===== config.mk =====
export PLATFORM = sky130hd
export DESIGN_NAME = prog_load_ctrl_flat
export DESIGN_NICKNAME = d
export VERILOG_FILES = /design/src/rtl/prog_load_ctrl_if.sv /design/src/rtl/prog_load_ctrl.sv /design/src/flat_wrapper.sv
export SDC_FILE = /design/constraint.sdc
export NUM_CORES = 1
export LEC_CHECK = 0
export BUFFER_PORTS_ARGS = -buffer_cell sky130_fd_sc_hd__clkbuf_2
export CORE_ASPECT_RATIO = 0.5
export CORE_MARGIN = 2
export CORE_UTILIZATION = 56
export CTS_CLUSTER_SIZE = 14
export DETAILED_ROUTE_END_ITERATION = 16
export GPL_TIMING_DRIVEN = 0
export PLACE_DENSITY = 0.9
export RECOVER_POWER = 25
export SLEW_MARGIN = 20
export SYNTH_ARGS = -nofsm -noshare
export SYNTH_HDL_FRONTEND = slang
export SYNTH_SLANG_ARGS = --single-unit

===== constraint.sdc =====
create_clock -name clk -period 2.7 [get_ports clk]
set_clock_uncertainty 0.15 [all_clocks]
set_input_delay 0.54 -clock clk [delete_from_list [all_inputs] [get_ports clk]]
set_output_delay 0.54 -clock clk [all_outputs]
set_load 0.01 [all_outputs]

===== src/rtl/prog_load_ctrl_if.sv =====
// Byte-stream input and loader write port of the program loader, grouped as one bundle.
// The slave modport is the controller's view; master is the surrounding system's view.
interface prog_load_ctrl_if #(
    parameter int ADDR_LEN = 32
);
    logic                in_valid;
    logic [7:0]          in_data;
    logic                in_ready;
    logic [ADDR_LEN-1:0] addr;
    logic [127:0]        data;
    logic                we_32;
    logic                we_128;
    logic                loading;
    logic                done;
    logic                err;

    modport slave (
        input  in_valid,
        input  in_data,
        output in_ready,
        output addr,
        output data,
        output we_32,
        output we_128,
        output loading,
        output done,
        output err
    );

    modport master (
        output in_valid,
        output in_data,
        input  in_ready,
        input  addr,
        input  data,
        input  we_32,
        input  we_128,
        input  loading,
        input  done,
        input  err
    );
endinterface


===== src/rtl/prog_load_ctrl.sv =====
// Post-reset program loader: reads a word-count header and that many little-endian words,
// writing each word to dmem and every completed (or zero-padded) 4-word line to imem.
module prog_load_ctrl #(
    parameter int ADDR_LEN  = 32,
    parameter int MAX_WORDS = 2048,
    parameter int CNT_W     = 12
) (
    input  logic            clk,
    input  logic            reset_x,
    prog_load_ctrl_if.slave bus
);

    typedef enum logic [2:0] {
        ST_HDR,
        ST_DATA,
        ST_FLUSH,
        ST_FIN,
        ST_DONE,
        ST_ERR
    } state_t;

    state_t              state_q, state_d;
    logic [1:0]          byte_idx_q, byte_idx_d;
    logic [23:0]         asm_q, asm_d;
    logic [CNT_W-1:0]    n_q, n_d;
    logic [CNT_W-1:0]    word_cnt_q, word_cnt_d;
    logic [127:0]        data_q, data_d;
    logic [ADDR_LEN-1:0] addr_q, addr_d;
    logic                we32_q, we32_d;
    logic                we128_q, we128_d;
    logic [1:0]          flush_cnt_q, flush_cnt_d;

    logic                in_ready;
    logic                collecting;
    logic                byte_fire;
    logic                word_fire;
    logic [31:0]         word_full;
    logic [CNT_W-1:0]    word_cnt_inc;
    logic [CNT_W-1:0]    last_word;

    // ERR keeps draining bytes so the upstream receiver never backs up.
    assign in_ready     = (state_q == ST_HDR) || (state_q == ST_DATA) || (state_q == ST_ERR);
    assign collecting   = (state_q == ST_HDR) || (state_q == ST_DATA);
    assign byte_fire    = bus.in_valid && in_ready;
    assign word_fire    = byte_fire && collecting && (byte_idx_q == 2'd3);
    assign word_full    = {bus.in_data, asm_q};
    assign word_cnt_inc = word_cnt_q + CNT_W'(1);
    assign last_word    = word_cnt_q - CNT_W'(1);

    always_comb begin
        state_d     = state_q;
        byte_idx_d  = byte_idx_q;
        asm_d       = asm_q;
        n_d         = n_q;
        word_cnt_d  = word_cnt_q;
        data_d      = data_q;
        addr_d      = addr_q;
        flush_cnt_d = flush_cnt_q;
        we32_d      = 1'b0;
        we128_d     = 1'b0;

        if (byte_fire && collecting) begin
            byte_idx_d = byte_idx_q + 2'd1;
            case (byte_idx_q)
                2'd0:    asm_d[7:0]   = bus.in_data;
                2'd1:    asm_d[15:8]  = bus.in_data;
                2'd2:    asm_d[23:16] = bus.in_data;
                default: asm_d        = asm_q;
            endcase
        end

        case (state_q)
            ST_HDR: begin
                if (word_fire) begin
                    if (word_full == 32'd0) begin
                        state_d = ST_DONE;
                    end else if (word_full > 32'(MAX_WORDS)) begin
                        state_d = ST_ERR;
                    end else begin
                        n_d     = word_full[CNT_W-1:0];
                        state_d = ST_DATA;
                    end
                end
            end

            ST_DATA: begin
                if (word_fire) begin
                    we32_d     = 1'b1;
                    we128_d    = (word_cnt_q[1:0] == 2'b11);
                    addr_d     = ADDR_LEN'({word_cnt_q, 2'b00});
                    data_d     = {word_full, data_q[127:32]};
                    word_cnt_d = word_cnt_inc;
                    if (word_cnt_inc == n_q) begin
                        if (n_q[1:0] == 2'b00) begin
                            state_d = ST_FIN;
                        end else begin
                            // Words still missing from the final line: 4 - N%4, modulo 4.
                            flush_cnt_d = 2'd0 - n_q[1:0];
                            state_d     = ST_FLUSH;
                        end
                    end
                end
            end

            ST_FLUSH: begin
                data_d      = {32'd0, data_q[127:32]};
                flush_cnt_d = flush_cnt_q - 2'd1;
                if (flush_cnt_q == 2'd1) begin
                    we128_d = 1'b1;
                    addr_d  = ADDR_LEN'({last_word[CNT_W-1:2], 4'b0000});
                    state_d = ST_FIN;
                end
            end

            // One cycle so DONE starts strictly after the final line write.
            ST_FIN:  state_d = ST_DONE;
            ST_DONE: state_d = ST_DONE;
            ST_ERR:  state_d = ST_ERR;
            default: state_d = ST_HDR;
        endcase
    end

    always_ff @(posedge clk or negedge reset_x) begin
        if (!reset_x) begin
            state_q     <= ST_HDR;
            byte_idx_q  <= 2'd0;
            asm_q       <= 24'd0;
            n_q         <= '0;
            word_cnt_q  <= '0;
            data_q      <= 128'd0;
            addr_q      <= '0;
            we32_q      <= 1'b0;
            we128_q     <= 1'b0;
            flush_cnt_q <= 2'd0;
        end else begin
            state_q     <= state_d;
            byte_idx_q  <= byte_idx_d;
            asm_q       <= asm_d;
            n_q         <= n_d;
            word_cnt_q  <= word_cnt_d;
            data_q      <= data_d;
            addr_q      <= addr_d;
            we32_q      <= we32_d;
            we128_q     <= we128_d;
            flush_cnt_q <= flush_cnt_d;
        end
    end

    assign bus.in_ready = in_ready;
    assign bus.addr     = addr_q;
    assign bus.data     = data_q;
    assign bus.we_32    = we32_q;
    assign bus.we_128   = we128_q;
    assign bus.loading  = (state_q != ST_DONE);
    assign bus.done     = (state_q == ST_DONE);
    assign bus.err      = (state_q == ST_ERR);

endmodule


===== src/flat_wrapper.sv =====
// flat-port wrapper written by rule: the top's interface ports become plain ports
module prog_load_ctrl_flat 
#(
    parameter int ADDR_LEN  = 32,
    parameter int MAX_WORDS = 2048,
    parameter int CNT_W     = 12
)
  (clk, reset_x, bus_in_valid, bus_in_data, bus_in_ready, bus_addr, bus_data, bus_we_32, bus_we_128, bus_loading, bus_done, bus_err);
  prog_load_ctrl_if #(.ADDR_LEN(ADDR_LEN)) bus_i ();
  input  logic clk;
  input  logic reset_x;
  input wire logic [$bits(bus_i.in_valid)-1:0] bus_in_valid;
  input wire logic [$bits(bus_i.in_data)-1:0] bus_in_data;
  output wire logic [$bits(bus_i.in_ready)-1:0] bus_in_ready;
  output wire logic [$bits(bus_i.addr)-1:0] bus_addr;
  output wire logic [$bits(bus_i.data)-1:0] bus_data;
  output wire logic [$bits(bus_i.we_32)-1:0] bus_we_32;
  output wire logic [$bits(bus_i.we_128)-1:0] bus_we_128;
  output wire logic [$bits(bus_i.loading)-1:0] bus_loading;
  output wire logic [$bits(bus_i.done)-1:0] bus_done;
  output wire logic [$bits(bus_i.err)-1:0] bus_err;
  assign bus_i.in_valid = bus_in_valid;
  assign bus_i.in_data = bus_in_data;
  assign bus_in_ready = bus_i.in_ready;
  assign bus_addr = bus_i.addr;
  assign bus_data = bus_i.data;
  assign bus_we_32 = bus_i.we_32;
  assign bus_we_128 = bus_i.we_128;
  assign bus_loading = bus_i.loading;
  assign bus_done = bus_i.done;
  assign bus_err = bus_i.err;
  prog_load_ctrl #(.ADDR_LEN(ADDR_LEN), .MAX_WORDS(MAX_WORDS), .CNT_W(CNT_W)) u_core (.clk(clk), .reset_x(reset_x), .bus(bus_i));
endmodule

[Yosys cells after proc, flatten, opt, wreduce, memory -nomap -nowiden]
Cells that the tools add are included.
Storage, ports and cells
  logic and storage cells: 79
  input bits: 11
  flip-flop bits (word level): 217
Operators by class
  bitwise logic cells: 2
  $lt $le $gt $ge: 1
  reductions and logical operators: 20
  add/subtract/negate cells: 5
  equal/unequal tests: 17
  multiplexer cells: 22
Operators with widths (count)
  $pmux W128 S2: 1
  $mux W128: 1
  $mux W32: 2
  $pmux W32 S2: 1
  $gt A32 B12 Y1 const B: 1
  $logic_not A32 Y1: 1
  $mux W3: 6
  $pmux W3 S5: 1
  $add A12 B1 Y12 const B: 1
  $eq A12 B12 Y1: 1
  $reduce_and A4 Y1: 3
  $sub A12 B1 Y12 const B: 1
  $reduce_and A2 Y1: 5
  $eq A2 B2 Y1 const B: 3
  $eq A3 B2 Y1 const B: 2
  $eq A3 B3 Y1 const B: 2
  $mux W2: 3
  $ne A2 B1 Y1 const B: 3
  $mux W1: 5
  $eq A2 B1 Y1 const B: 2
  $logic_not A2 Y1: 2
  $ne A2 B2 Y1 const B: 2
  $pmux W2 S2: 1
  $eq A3 B1 Y1 const B: 1
  12 further kinds: 16

[Longest topological paths before layout]
Gate-level depths: netlist of run 1.
  depth in word-level cells: 8
  depth in mapped cells: 9
  gate-level depth less buffers: 8

[Worst setup path before layout of run 1]
Ideal clock, no wire load.
  path kind: reg2reg
  start point: reg u_core.word_cnt_q[0]
  end point: reg u_core.flush_cnt_q[1]
  path buffers: 1
  stages on the path, launching flop included: 10
  setup time: 0.079 ns
  setup slack: 0.475 ns
  arrival: 1.995 ns
  path through: dfrtp_1 inv_1 ha_1 xnor2_1 o2111ai_1 a311oi_1 o311a_1 and4_1 buf_4 mux2i_1
Between the ends
  cells in the longest elaborated chain, start to end: 4
Ends and longest elaborated chain
  start: declaration: line prog_load_ctrl.sv:26  | logic [CNT_W-1:0] word_cnt_q, word_cnt_d;
  start signal: assignment: line prog_load_ctrl.sv:140  | word_cnt_q <= word_cnt_d;
  $add A12 B1 Y12: line prog_load_ctrl.sv:47  | assign word_cnt_inc = word_cnt_q + CNT_W'(1);
  via u_core.word_cnt_inc[1]: line prog_load_ctrl.sv:38  | logic [CNT_W-1:0] word_cnt_inc;
  $eq A12 B12 Y1: line prog_load_ctrl.sv:93  | if (word_cnt_inc == n_q) begin
  $ne A2 B2 Y1 (no line)
  $reduce_and A4 Y1 (no line)
  end signal: assignment: line prog_load_ctrl.sv:145  | flush_cnt_q <= flush_cnt_d;
  end: declaration: line prog_load_ctrl.sv:31  | logic [1:0] flush_cnt_q, flush_cnt_d;
The timed path passes the listed nets, and every way through them passes these cells.
A chain may end at the register's enable or synchronous reset.

[Final worst setup path of run 1]
  start point: reg u_core.byte_idx_q[0]
  end point: reg u_core.data_q[71], in the netlist u_core.bus.data[71]
Between the ends
  cells in the longest elaborated chain, start to end: 4
Ends and longest elaborated chain
  start: declaration: line prog_load_ctrl.sv:23  | logic [1:0] byte_idx_q, byte_idx_d;
  start signal: assignment: line prog_load_ctrl.sv:137  | byte_idx_q <= byte_idx_d;
  $eq A2 B2 Y1: line prog_load_ctrl.sv:45  | assign word_fire = byte_fire && collecting && (byte_idx_q == 2'd3);
  $logic_and A1 B1 Y1: line prog_load_ctrl.sv:45
  $ne A2 B1 Y1 (no line)
  $reduce_and A2 Y1 (no line)
  end signal: assignment: line prog_load_ctrl.sv:141  | data_q <= data_d;
  end: declaration: line prog_load_ctrl.sv:27  | logic [127:0] data_q, data_d;
No other way between the ends.

==> impl_metrics.py, run 1 <==
metrics = {
    "floorplanning": {
        "core_area_um2": 16300,
        "dieHeight_um": 95.1,
        "start_util": 0.570,
        "die_w_um": 186,
        "std_cell_rows": 33,
        "die_area_um2": 17700,
        "io_pins": 177,
    },
    "sta": {
        "slew_viol_final": 0,
        "max_slew_margin": 0.550,
        "fin_crit_sh": 0.969,
        "rsz0062_at_grt": "no",
        "finalCriticalPeriod_ps": 2620,
        "finalSetupViolations": 0,
        "finalSetupTns_ps": 0,
        "tightestPinTransition_ps": 675,
        "hold_violations": 0,
        "fmax_mhz": 382,
    },
    "final_layout": {
        "syn_to_final_growth_pct": 19.1,
        "utilization": 0.678,
        "layout-drive-gt1-share": 0.340,
        "n_antenna_cell": 0,
        "nets": 1005,
    },
    "worst_setup_path": {
        "critical_path_required_ps": 2850,
        "startpoint": "u_core.byte_idx_q[0]",
        "cp.buffers_inverters": 3,
        "critPathSlowestCell": "dfrtp_1",
        "path_delay_family": "simple AND/OR/NAND/NOR gates",
        "startpoint_type": "register",
        "worst-r2r-setup-slack_ps": 80,
        "cp-end-kind": "register",
        "criticalPathCategory": "reg -> reg",
        "worstReg2RegEnd": "u_core.bus.data[71]",
        "cp_max_fo": 10,
        "crit_chain": "ha_1 -> and4bb_1 -> nand2_4 -> inv_2 -> nor2_2 -> buf_4 -> buf_6 -> mux2_1",
        "arrival_ps": 2770,
        "worstReg2RegStart": "u_core.byte_idx_q[0]",
        "worst_r2r_path_depth": 8,
        "slowest_delay_ps": 410,
    },
    "run_status": {
        "status": "finished clean",
    },
    "route": {
        "drc": 0,
        "first_pass_iters": 4,
        "routed_wl_um": 21700,
        "vias_per_cell": 5.31,
        "num_vias": 6509,
        "wl_per_cell_um": 17.7,
        "drt_iter0_drc": 543,
        "final_antenna_net_count": 0,
    },
    "worst_hold_path": {
        "min_from": "bus_in_data[3]",
        "min_path_type": "in -> reg",
        "hold-path-endpoint": "u_core.bus.data[123]",
        "whs_path_depth": 3,
    },
    "cts": {
        "cts_root_buf": "clkbuf_16",
        "htreeDepth": 4,
        "numCtsBuffers": 17,
        "clk_latency_ps": 440,
        "cts.sinks": 197,
        "max-clock-path-buffers": 2,
        "clk_pin_slew_ps": 70,
        "cts_tree": "built",
    },
    "global_routing": {
        "track_usage": 0.251,
        "grt_overflow": 0,
        "antenna_found_initial": 0,
        "grt_max_degree": 94,
        "grt_pass1_vias": 6522,
        "grt_pass1_wl_um": 34000,
    },
    "logic_synthesis": {
        "yosysWarnings": 0,
        "synth_seq_cells": 197,
        "yosys.area.top_type": "dfrtp_1",
        "ys_types": 55,
        "synth_largest_type_area_fraction": 0.531,
        "synth_common_cells": "197 x dfrtp_1, 121 x buf_4, 107 x mux2_1",
        "synth_edf_count": 0,
        "ys.flop_type": "dfrtp_1",
        "syn-cell-area_um2": 9290,
        "postSynthCellCount": 789,
        "synth_area_leaders": "dfrtp_1 53%, mux2_1 13%, buf_4 9.8%",
        "async_flop_share": 1.00,
        "postSynthAreaPerCell_um2": 11.8,
        "synth.most_common_cell": "dfrtp_1",
        "yosysSeqAreaShare": 0.531,
    },
    "pwr": {
        "powerDensity_nw_per_um2": 817,
        "ir_drop_v": 0.000569,
        "p_leak_nw": 5.82,
    },
    "flow_run": {
        "maxCapViolCount": 0,
    },
    "placement": {
        "io_buffers": 156,
        "place.gp.congestion": 0.857,
        "dp.final_hpwl_um": 14900,
    },
}
where the power goes:
part	total [mW]	leakage (nW)	switching (mW)	internal [mW]
Clock	2.54	0.282	1.23	1.32
Combinational	2.36	2.88	1.15	1.21
Sequential	4.14	2.66	0.612	3.53
routing by layer:
| layer | vias to the layer above | global-route usage | wire length, µm |
|---|---|---|---|
| met3 | 66 | 0.0393 | 1130 |
| met5 | - | 0 | 0 |
| li1 | 2935 | - | - |
| met1 | 3261 | 0.311 | 9070 |
| met4 | 0 | 0.123 | 694 |
| met2 | 247 | 0.436 | 10800 |
final cells by class:
class / count / area, µm²
clock inverters: 15 / 165
clock buffers: 17 / 425
repair buffers: 159 / 820
inverters: 11 / 41.3
plain buffers: 156 / 1090
multi-input cells: 444 / 3300
fillers: 1109 / 5250
flip-flops and latches: 197 / 4930
well taps: 227 / 284
registers in the layout, indices dropped and copies added, names as in the netlist:
signal,count
u_core.bus.we_128,1
u_core.asm_q,24
u_core.byte_idx_q,2
u_core.flush_cnt_q,2
u_core.bus.addr,12
u_core.bus.data,128
u_core.n_q,12
u_core.word_cnt_q,12
u_core.bus.we_32,1
u_core.state_q,3
worst max path at each step:
| stage | depth (start not counted) | slack (ps) | end |
|---|---|---|---|
| finish | 8 | 80 | u_core.bus.data[71] |
| global placement | 1 | -2560 | u_core.bus.data[13] |
| floorplan | 9 | 480 | u_core.flush_cnt_q[1] |
| detailed placement | 8 | -20 | u_core.bus.data[63] |
| CTS | 8 | 100 | u_core.bus.data[71] |
| global route | 8 | 7 | u_core.bus.data[71] |
per-stage QoR:
stage	power (mW)	cell area [µm²]	setup WS (ps)	hold slack, ps	std cells
finish	9.04	11100	83.1	299	1226
global route	9.44	11100	6.94	284	1226
CTS	9.04	11100	95.9	282	1226
detailed placement	6.45	10500	-22.1	276	1193
global placement	6.28	10400	-2560	313	1191
floorplan	5.53	9360	475	94.4	808
cells by family (layout without fill, tap and decap cells):
family / count (synthesis) / count (layout) / share of synthesized area
XOR/XNOR: 39 / 39 / 0.0368
adder cells (fa/ha/maj): 8 / 8 / 0.0108
AO/OA/AOI/OAI: 70 / 70 / 0.0430
AND/OR/NAND/NOR: 172 / 172 / 0.0931
flip-flops: 197 / 197 / 0.531
other: 1 / 20 / 0.000404
multiplexers: 135 / 135 / 0.163
buffers and inverters: 167 / 358 / 0.122
worst reg2reg max path: stages, from the launching register on:
cell and delay, ps:
dfrtp_1 410, ha_1 240, and4bb_1 270, nand2_4 190, inv_2 140, nor2_2 250
buf_4 280, buf_6 200, mux2_1 370
what timing repair did:
item | CTS | global route
hold endpoints to repair | 21 | 0
endpoints found under the setup margin | 1 | 2
hold buffers | 1 | 0
resized for setup | 1 | 1
setup buffers | 0 | 0
cell usage in the layout (no fill, tap or decap), types with 17 or more instances in the layout:
master,instances
dfrtp_1,196
nor2_1,18
clkbuf_2,127
clkbuf_1,41
mux2_1,107
conb_1,20
mux2_2,26
clkbuf_16,17
a21oi_1,41
xnor2_1,28
buf_4,121
nand2_1,94
Power figures use the tool's default switching activity.
==> run 2, diff against run 1 <==
--- a/config.mk
+++ b/config.mk
@@ -9,11 +9,11 @@
 export CORE_ASPECT_RATIO = 0.5
 export CORE_MARGIN = 2
 export CORE_UTILIZATION = 56
+export CTS_CLUSTER_DIAMETER = 50
 export CTS_CLUSTER_SIZE = 14
 export DETAILED_ROUTE_END_ITERATION = 16
 export GPL_TIMING_DRIVEN = 0
 export PLACE_DENSITY = 0.9
-export RECOVER_POWER = 25
 export SLEW_MARGIN = 20
 export SYNTH_ARGS = -nofsm -noshare
 export SYNTH_HDL_FRONTEND = slang
==> run 2 against run 1 <==
Effect of this change: first-iteration DRC count is 9.8% lower; flip-flop and latch count stayed put; core utilization is 0.21 points higher; critical path depth stayed put; fmax is 0.31% higher; highest routed layer unchanged; global-route usage stayed put.
==> impl_metrics.py, run 2 (synthesized netlist as in run 1, its figures left out) <==
metrics = {
    "run_status": {
        "status": "finished clean",
    },
    "cts": {
        "clk_latency_ps": 430,
        "cts.sinks": 197,
        "cts_tree": "built",
        "numCtsBuffers": 17,
        "htreeDepth": 4,
        "cts_root_buf": "clkbuf_16",
        "max-clock-path-buffers": 2,
        "clk_pin_slew_ps": 70,
    },
    "final_layout": {
        "largest_register_ffs": 128,
        "n_antenna_cell": 0,
        "final_common_cell": "dfrtp_1",
        "nets": 1005,
        "layout-drive-gt1-share": 0.369,
        "final_area_um2": 11100,
        "syn_to_final_growth_pct": 19.4,
        "layout_common_cells": "196 x dfrtp_1, 155 x clkbuf_2, 121 x buf_4",
        "utilization": 0.680,
    },
    "worst_setup_path": {
        "criticalPathCategory": "reg -> reg",
        "critPathSlowestCell": "dfrtp_1",
        "cp_max_fo": 10,
        "cp-end-kind": "register",
        "worst-r2r-setup-slack_ps": 90,
        "arrival_ps": 2760,
        "slowest_delay_ps": 410,
        "critical_path_required_ps": 2850,
        "crit_chain": "ha_1 -> and4bb_2 -> nand2_4 -> inv_2 -> nor2_2 -> buf_4 -> buf_6 -> mux2_1",
        "startpoint_type": "register",
    },
    "global_routing": {
        "track_usage": 0.251,
        "grt_pass1_vias": 6522,
        "grt_pass1_wl_um": 34000,
        "grt_max_degree": 94,
        "antenna_found_initial": 0,
        "grt_overflow": 0,
    },
    "sta": {
        "hold_violations": 0,
        "fmax_mhz": 383,
        "tightestPinTransition_ps": 658,
        "finalSetupViolations": 0,
        "fin_crit_sh": 0.966,
        "slew_viol_final": 0,
        "max_slew_margin": 0.562,
        "rsz0062_at_grt": "no",
        "finalCriticalPeriod_ps": 2610,
        "hold_ws_ps": 299,
        "worst_slack_ps": 91.2,
    },
    "floorplanning": {
        "dieHeight_um": 95.1,
        "std_cell_rows": 33,
        "start_util": 0.570,
        "die_w_um": 186,
        "die_area_um2": 17700,
        "core_area_um2": 16300,
        "io_pins": 177,
    },
    "pwr": {
        "powerDensity_nw_per_um2": 815,
        "p_leak_nw": 5.92,
        "finalPower_mw": 9.04,
        "ir_drop_v": 0.000568,
    },
    "flow_run": {
        "maxCapViolCount": 0,
    },
    "placement": {
        "dp.final_hpwl_um": 14900,
        "place.gp.congestion": 0.857,
        "io_buffers": 156,
        "postPlaceCellArea_um2": 10500,
        "place_ws_ps": -22.1,
    },
    "route": {
        "num_vias": 6505,
        "first_pass_iters": 5,
        "routed_wl_um": 21600,
        "drt_iter0_drc": 490,
        "drc": 0,
        "wl_per_cell_um": 17.6,
        "vias_per_cell": 5.31,
        "final_antenna_net_count": 0,
    },
    "worst_hold_path": {
        "min_path_type": "in -> reg",
    },
}
==> run 2: cell counts in the layout (fill, tap and decap cells not counted) <==
Identical to the previous run, type by type.
==> run 2: where the power goes <==
group / total, mW / internal [mW] / leakage, nW / switching (mW)
Clock: 2.54 / 1.32 / 0.282 / 1.23
Sequential: 4.14 / 3.53 / 2.66 / 0.610
Combinational: 2.37 / 1.22 / 2.98 / 1.15
==> run 2: per-stage QoR <==
step	std cells	setup TNS (ps)
floorplan	808	0
global placement	1191	-501160
detailed placement	1193	-91.8
CTS	1226	0
global route	1226	0
finish	1226	0
==> run 2: timing repair <==
action	4_1_cts	5_1_grt
hold buffers	1	0
hold endpoints to repair	21	0
pin swaps	0	0
endpoints found under the setup margin	1	2
buffers inserted	0	0
resized for setup	1	1
==> run 2: routing by layer <==
layer / vias to the layer above / wire [µm] / global-route usage
met3: 66 / 1170 / 0.0393
met1: 3248 / 8980 / 0.311
li1: 2932 / - / -
met5: - / 0 / 0
met4: 0 / 721 / 0.123
met2: 259 / 10700 / 0.436
==> run 2: final timing paths <==
kind | endpoint | startpoint | cells after the start
worst max-delay path | u_core.bus.data[71] | u_core.byte_idx_q[0] | 8
worst min-delay path | u_core.bus.data[121] | bus_in_data[1] | 3
worst max register to register | u_core.bus.data[71] | u_core.byte_idx_q[0] | 8
worst min register to register | u_core.bus.addr[2] | u_core.bus.addr[2] | 2
max in group asynchronous | u_core.bus.data[82] | reset_x | 4
min in group asynchronous | u_core.bus.addr[8] | reset_x | 2
==> run 2: layout make-up <==
cell class | count | area, µm²
multi-input cells | 444 | 3300
fillers | 1093 | 5210
plain buffers | 156 | 1090
clock buffers | 17 | 425
inverters | 11 | 41.3
clock inverters | 15 | 165
well taps | 227 | 284
flip-flops and latches | 197 | 4930
repair buffers | 159 | 855
==> run 2: critical path: cells and delay by family, from the launching register on <==
family                   cells  cell delay (ps)
AND/OR/NAND/NOR              3              700
buffers and inverters        3              610
flip-flops                   1              410
adder cells (fa/ha/maj)      1              230
multiplexers                 1              360
